==> config.mk <==
export PLATFORM = sky130hd
export DESIGN_NAME = instr_fetch_flat
export DESIGN_NICKNAME = d
export VERILOG_FILES = /design/src/rtl/instr_fetch_pkg.sv /design/src/rtl/instr_fetch_if.sv /design/src/rtl/instr_fetch_ir_skid_buf.sv /design/src/rtl/instr_fetch.sv /design/src/flat_wrapper.sv
export SDC_FILE = /design/constraint.sdc
export NUM_CORES = 1
export LEC_CHECK = 0
export BUFFER_PORTS_ARGS = -buffer_cell sky130_fd_sc_hd__clkbuf_2
export CORE_MARGIN = 4
export CORE_UTILIZATION = 45
export DETAILED_ROUTE_END_ITERATION = 7
export GPL_ROUTABILITY_DRIVEN = 0
export PLACE_DENSITY = 0.68
export SYNTH_ARGS = -nofsm -noshare
export SYNTH_HDL_FRONTEND = slang
export SYNTH_SLANG_ARGS = --single-unit
export TNS_END_PERCENT = 10
==> constraint.sdc <==
create_clock -name clk -period 8.75 [get_ports clk]
set_input_delay 1.75 -clock clk [delete_from_list [all_inputs] [get_ports clk]]
set_output_delay 1.75 -clock clk [all_outputs]
set_load 0.01 [all_outputs]
==> src/rtl/instr_fetch_pkg.sv <==
// Shared types and constants for the instruction fetch stage.
// Holds the fetch FSM encoding, datapath widths and the PC alignment helper.
package instr_fetch_pkg;

    localparam int          INSTR_W          = 32;
    localparam logic [31:0] PC_STEP          = 32'd4;
    localparam logic [31:0] DEFAULT_RESET_PC = 32'h0000_3000;

    typedef enum logic [1:0] {
        FETCH = 2'd0,
        HOLD  = 2'd1,
        DRAIN = 2'd2
    } fetch_state_t;

    // Redirect targets may carry junk in the byte-offset bits; fetches are always word aligned.
    function automatic logic [31:0] align_word(input logic [31:0] addr);
        return addr & 32'hFFFF_FFFC;
    endfunction

endpackage

==> src/rtl/instr_fetch_if.sv <==
// Instruction-memory read port: single-outstanding request/acknowledge word reads.
// The fetch stage is the master; the memory (or bench model) is the slave.
interface instr_fetch_if;
    import instr_fetch_pkg::*;

    logic               req;
    logic [31:0]        addr;
    logic               ack;
    logic [INSTR_W-1:0] rdata;

    modport master (
        output req,
        output addr,
        input  ack,
        input  rdata
    );

    modport slave (
        input  req,
        input  addr,
        output ack,
        output rdata
    );

endinterface

==> src/rtl/instr_fetch_ir_skid_buf.sv <==
// One-entry data+PC buffer that parks a returning instruction word while decode is stalled.
// Clear and unload both empty the entry; either wins over a simultaneous load.
module ir_skid_buf
    import instr_fetch_pkg::*;
(
    input  logic               clk,
    input  logic               rst,
    input  logic               load,
    input  logic               unload,
    input  logic               clear,
    input  logic [INSTR_W-1:0] load_data,
    input  logic [31:0]        load_pc,
    output logic [INSTR_W-1:0] data,
    output logic [31:0]        pc,
    output logic               valid
);

    logic [INSTR_W-1:0] data_r;
    logic [31:0]        pc_r;
    logic               valid_r;

    // Entry storage: payload only changes on load, occupancy tracks load/unload/clear.
    always_ff @(posedge clk or posedge rst) begin
        if (rst) begin
            data_r  <= {INSTR_W{1'b0}};
            pc_r    <= 32'h0000_0000;
            valid_r <= 1'b0;
        end else if (clear || unload) begin
            valid_r <= 1'b0;
        end else if (load) begin
            data_r  <= load_data;
            pc_r    <= load_pc;
            valid_r <= 1'b1;
        end
    end

    assign data  = data_r;
    assign pc    = pc_r;
    assign valid = valid_r;

endmodule

==> src/rtl/instr_fetch.sv <==
// Fetch stage: owns the fetch PC, issues single-outstanding word reads and presents IR/PC to decode.
// A skid entry absorbs a word returning under stall; redirects kill any in-flight or buffered data.
module instr_fetch
    import instr_fetch_pkg::*;
#(
    parameter logic [31:0] RESET_PC = DEFAULT_RESET_PC
)
(
    input  logic               clk,
    input  logic               rst,
    instr_fetch_if.master      imem,
    input  logic               stall,
    input  logic               redirect,
    input  logic [31:0]        redirect_pc,
    output logic               ir_valid,
    output logic [INSTR_W-1:0] ir,
    output logic [31:0]        ir_pc,
    output logic [31:0]        ir_pc4
);

    fetch_state_t       state_r,  state_n;
    logic [31:0]        fetch_pc_r, fetch_pc_n;
    logic [31:0]        pend_pc_r,  pend_pc_n;
    logic [INSTR_W-1:0] ir_r,       ir_n;
    logic [31:0]        ir_pc_r,    ir_pc_n;
    logic               ir_valid_r, ir_valid_n;

    logic               slot_free_s;
    logic [31:0]        target_s;
    logic [31:0]        pc_next_s;

    logic               skid_load_s;
    logic               skid_unload_s;
    logic               skid_clear_s;
    logic [INSTR_W-1:0] skid_data_s;
    logic [31:0]        skid_pc_s;
    logic               skid_valid_s;

    assign slot_free_s = !ir_valid_r || !stall;
    assign target_s    = align_word(redirect_pc);
    assign pc_next_s   = fetch_pc_r + PC_STEP;

    ir_skid_buf u_skid (
        .clk       (clk),
        .rst       (rst),
        .load      (skid_load_s),
        .unload    (skid_unload_s),
        .clear     (skid_clear_s),
        .load_data (imem.rdata),
        .load_pc   (fetch_pc_r),
        .data      (skid_data_s),
        .pc        (skid_pc_s),
        .valid     (skid_valid_s)
    );

    // State, PC and instruction-register storage.
    always_ff @(posedge clk or posedge rst) begin
        if (rst) begin
            state_r    <= FETCH;
            fetch_pc_r <= RESET_PC;
            pend_pc_r  <= RESET_PC;
            ir_r       <= {INSTR_W{1'b0}};
            ir_pc_r    <= 32'h0000_0000;
            ir_valid_r <= 1'b0;
        end else begin
            state_r    <= state_n;
            fetch_pc_r <= fetch_pc_n;
            pend_pc_r  <= pend_pc_n;
            ir_r       <= ir_n;
            ir_pc_r    <= ir_pc_n;
            ir_valid_r <= ir_valid_n;
        end
    end

    // Next-state logic; a consumed IR empties unless refilled, and redirect outranks ack and stall.
    always_comb begin
        state_n       = state_r;
        fetch_pc_n    = fetch_pc_r;
        pend_pc_n     = pend_pc_r;
        ir_n          = ir_r;
        ir_pc_n       = ir_pc_r;
        ir_valid_n    = ir_valid_r && stall;
        skid_load_s   = 1'b0;
        skid_unload_s = 1'b0;
        skid_clear_s  = 1'b0;

        case (state_r)
            FETCH: begin
                if (redirect && imem.ack) begin
                    fetch_pc_n = target_s;
                    ir_valid_n = 1'b0;
                end else if (redirect) begin
                    // Request is still open: keep the address, remember where to go afterwards.
                    pend_pc_n  = target_s;
                    ir_valid_n = 1'b0;
                    state_n    = DRAIN;
                end else if (imem.ack && slot_free_s) begin
                    ir_n       = imem.rdata;
                    ir_pc_n    = fetch_pc_r;
                    ir_valid_n = 1'b1;
                    fetch_pc_n = pc_next_s;
                end else if (imem.ack) begin
                    skid_load_s = 1'b1;
                    fetch_pc_n  = pc_next_s;
                    state_n     = HOLD;
                end else begin
                    state_n = FETCH;
                end
            end

            HOLD: begin
                if (redirect) begin
                    skid_clear_s = 1'b1;
                    fetch_pc_n   = target_s;
                    ir_valid_n   = 1'b0;
                    state_n      = FETCH;
                end else if (!stall) begin
                    if (skid_valid_s) begin
                        ir_n       = skid_data_s;
                        ir_pc_n    = skid_pc_s;
                        ir_valid_n = 1'b1;
                    end else begin
                        ir_valid_n = 1'b0;
                    end
                    skid_unload_s = 1'b1;
                    state_n       = FETCH;
                end else begin
                    state_n = HOLD;
                end
            end

            DRAIN: begin
                ir_valid_n = 1'b0;
                if (redirect && imem.ack) begin
                    fetch_pc_n = target_s;
                    state_n    = FETCH;
                end else if (redirect) begin
                    pend_pc_n = target_s;
                end else if (imem.ack) begin
                    fetch_pc_n = pend_pc_r;
                    state_n    = FETCH;
                end else begin
                    state_n = DRAIN;
                end
            end

            default: begin
                state_n    = FETCH;
                ir_valid_n = 1'b0;
            end
        endcase
    end

    // Request drops combinationally with reset so an abandoned read never lingers.
    assign imem.req  = !rst && (state_r != HOLD);
    assign imem.addr = fetch_pc_r;

    assign ir_valid = ir_valid_r;
    assign ir       = ir_r;
    assign ir_pc    = ir_pc_r;
    assign ir_pc4   = ir_pc_r + PC_STEP;

endmodule

==> src/flat_wrapper.sv <==
// flat-port wrapper written by rule: the top's interface ports become plain ports
module instr_fetch_flat import instr_fetch_pkg::*;
#(
    parameter logic [31:0] RESET_PC = DEFAULT_RESET_PC
)
  (clk, rst, stall, redirect, redirect_pc, ir_valid, ir, ir_pc, ir_pc4, imem_req, imem_addr, imem_ack, imem_rdata);
  instr_fetch_if imem_i ();
  input  logic clk;
  input  logic rst;
  input  logic stall;
  input  logic redirect;
  input  logic [31:0] redirect_pc;
  output logic ir_valid;
  output logic [INSTR_W-1:0] ir;
  output logic [31:0] ir_pc;
  output logic [31:0] ir_pc4;
  output wire logic [$bits(imem_i.req)-1:0] imem_req;
  output wire logic [$bits(imem_i.addr)-1:0] imem_addr;
  input wire logic [$bits(imem_i.ack)-1:0] imem_ack;
  input wire logic [$bits(imem_i.rdata)-1:0] imem_rdata;
  assign imem_req = imem_i.req;
  assign imem_addr = imem_i.addr;
  assign imem_i.ack = imem_ack;
  assign imem_i.rdata = imem_rdata;
  instr_fetch #(.RESET_PC(RESET_PC)) u_core (.clk(clk), .rst(rst), .imem(imem_i), .stall(stall), .redirect(redirect), .redirect_pc(redirect_pc), .ir_valid(ir_valid), .ir(ir), .ir_pc(ir_pc), .ir_pc4(ir_pc4));
endmodule
==> results.toml <==
[synth]
ys_async_sr_fraction = 1.00
synth-main-ff-cell = "dfrtp_1"
yosysTopAreaCell = "dfrtp_1"
ys_ff_latch = 188
synth_edf_count = 0
ys_seq_area_frac = 0.485
syn_area_sq_mm = 0.00970
syn_avg_cell_area_sq_um = 10.6
synth_top_area_share = 0.475
synth.distinct_cells = 74
synthCells = 916
synth_area_leaders = "dfrtp_1 47%, mux2_2 11%, mux2i_1 6.4%"
yosysWarnings = 0

[clock_tree]
cts_tree = "yes"
ctsResizeCount = 0
clockBufferDepth = 2
cts-root-buf = "clkbuf_16"
htree_levels = 4
clk_latency_ns = 0.44
post_cts_buffers = 0
holdBufCountCts = 0
cts.sinks = 188
cts_buffers = 17
path_clk_slew_ns = 0.07

[worst_setup_path]
critPathMaxFanout = 7
end_kind = "output port"
max_stage_delay_ns = 0.47
crit_chain = "and4_1, nand4_1, nor2_1, nand3_1, xnor2_1, clkbuf_2"
critPathSlowestCell = "dfrtp_1"
cp-start-kind = "flip-flop"
cp.required_ns = 7.00
critPathArrivalTime_ns = 2.34
crit_type = "flip-flop to output port"

[timing]
min_period_ns = 4.09
fmax_ghz = 0.244
relSlewSlack = 0.218
slew_viol_final = 0
finalSetupTns_ns = 0
min_period_over_period = 0.468
setup_viol = 0
hold_viol_final = 0
rsz0062_at_grt = "false"
finClkSkew_ns = 0.0170
worst_slack_ns = 4.66
worstMarginPinSlew_ns = 1.17

[finish]
fin_nets = 1143
diodes = 0
final_core_util = 0.541
area_growth_pct = 17.7
drive_gt1_frac = 0.320
stdcell_count = 1355
final_common_cell = "clkbuf_2"
mostFrequentLayoutCells = "190 x clkbuf_2, 184 x dfrtp_1, 94 x mux2_2"

[detailed_routing]
drtIter0Drc = 580
vias_per_cell = 5.68
wl_per_cell_microns = 18.2
top_layer_used = "met4"
drc = 0
dr_wl_met2_microns = 11100
dr_wl_met3_microns = 1660
first_pass_iters = 6
wl_microns = 24700
wl_met1_microns = 11600
ant_nets = 0
vias = 7699

[run]
cap_violations = 0

[outcome]
outcome = "finished clean"

[place]
place_hpwl_microns = 16800
placed_cells = 1323
port_buffers = 190
pre_cts_ws_ns = 4.55

[floorplanning]
boundaryPins = 199
fp-row-count = 53
die_x_microns = 155
die_h_microns = 155
start_util = 0.460
die-area_sq_mm = 0.0240
coreArea_sq_mm = 0.0211

[grt]
grt.total_usage = 0.205
antenna_found_initial = 0
grt_pass1_vias = 7260
grt_pass1_wl_microns = 39600
grt_overflow = 0
grt_max_degree = 115

[power_and_ir_drop]
p_leak_nw = 5.05
p_per_area_mw_per_mm2 = 409
ir_drop_mv = 0.177

[hold_path]
holdCritPathClass = "flip-flop to flip-flop"
cell type report:
cell class	instances	area [sq um]
Inverter	12	50.0
Tap cell	275	344
Clock inverter	15	220
Sequential cell	188	4710
Multi-Input combinational cell	650	4660
Fill cell	1862	9670
Timing Repair Buffer	198	1010
Clock buffer	17	425
report_power, final:
group          total (mW)  switching (mW)  internal [mW]
sequential           1.72           0.421           1.30
clock               0.819           0.398          0.421
combinational        2.13            1.19          0.931
cells by family (layout without fill, tap and decap cells):
kind of cell               count (synthesis)  in the layout  synth area share
other                                      1              6          0.000387
buffers and inverters                     83            242            0.0402
adders and majority gates                  7              7           0.00903
muxes                                    156            156             0.173
AOI/OAI and AO/OA                        205            205             0.140
DFF                                      188            188             0.485
xor gates and xnor gates                  31             31            0.0280
and+or+nand+nor                          245            245             0.124
stage by stage:
step | hold WS (ns) | cell area, sq um | total power, mW
floorplan | 0.450 | 9720 | 3.13
global placement | 0.464 | 10800 | 3.79
detailed placement | 0.467 | 10800 | 3.86
CTS | 0.484 | 11400 | 4.69
global route | 0.508 | 11400 | 5.02
finish | 0.479 | 11400 | 4.67
worst paths after layout:
kind	from	end	slack [ns]	cells past startpoint
min reg2reg	u_core.u_skid.valid	u_core.u_skid.valid	0.48	1
max	u_core.ir_pc[5]	ir_pc4[29]	4.66	6
min	u_core.u_skid.valid	u_core.u_skid.valid	0.48	1
max in group asynchronous	rst	u_core.ir_pc[18]	5.51	4
max reg2reg	u_core.state_r[0]	u_core.imem.addr[29]	4.84	7
min in group asynchronous	rst	u_core.ir_pc[2]	1.48	2
cells in the mapped netlist, types with 2 or more instances:
master	number
mux2_2	94
ha_1	7
nand2_1	51
a221oi_1	14
a21oi_1	85
buf_6	4
o21ai_0	22
o31ai_1	6
and3_1	14
o211ai_1	4
a311oi_1	4
inv_1	11
o41ai_1	3
mux2i_1	62
buf_2	17
buf_4	7
dfrtp_1	184
nor2_1	88
xnor2_1	23
or4_1	2
buf_1	9
o32ai_1	2
clkbuf_1	33
a31oi_1	7
a211oi_1	7
o22a_1	3
nor4_1	4
a221o_1	7
or3_1	3
o31a_1	2
nand4_1	12
nand2b_1	2
and4_1	6
a21boi_0	2
nand3_1	31
xor2_1	8
a22oi_1	6
dfstp_2	4
and2_1	5
nor3_1	15
a22o_1	13
sequential cells by signal, summed over array words and instances, names as in the netlist:
signal,cells
u_core.state_r,2
u_core.imem.addr,30
u_core.ir_valid,1
u_core.u_skid.valid,1
u_core.ir,32
u_core.pend_pc_r,30
u_core.u_skid.pc,30
u_core.u_skid.data,32
u_core.ir_pc,30
critical path: cells and delay by family (launching register included):
kind | cells | cell delay (ns)
flip-flops | 1 | 0.47
XOR/XNOR | 1 | 0.18
buffers and inverters | 1 | 0.16
AND/OR/NAND/NOR | 4 | 1.11
per-layer routing:
metal | track usage | vias up
li1 | - | 3632
met1 | 0.297 | 3751
met2 | 0.310 | 289
met3 | 0.0501 | 27
met4 | 0.0547 | 0
met5 | 0 | -
Power figures use the tool's default switching activity.
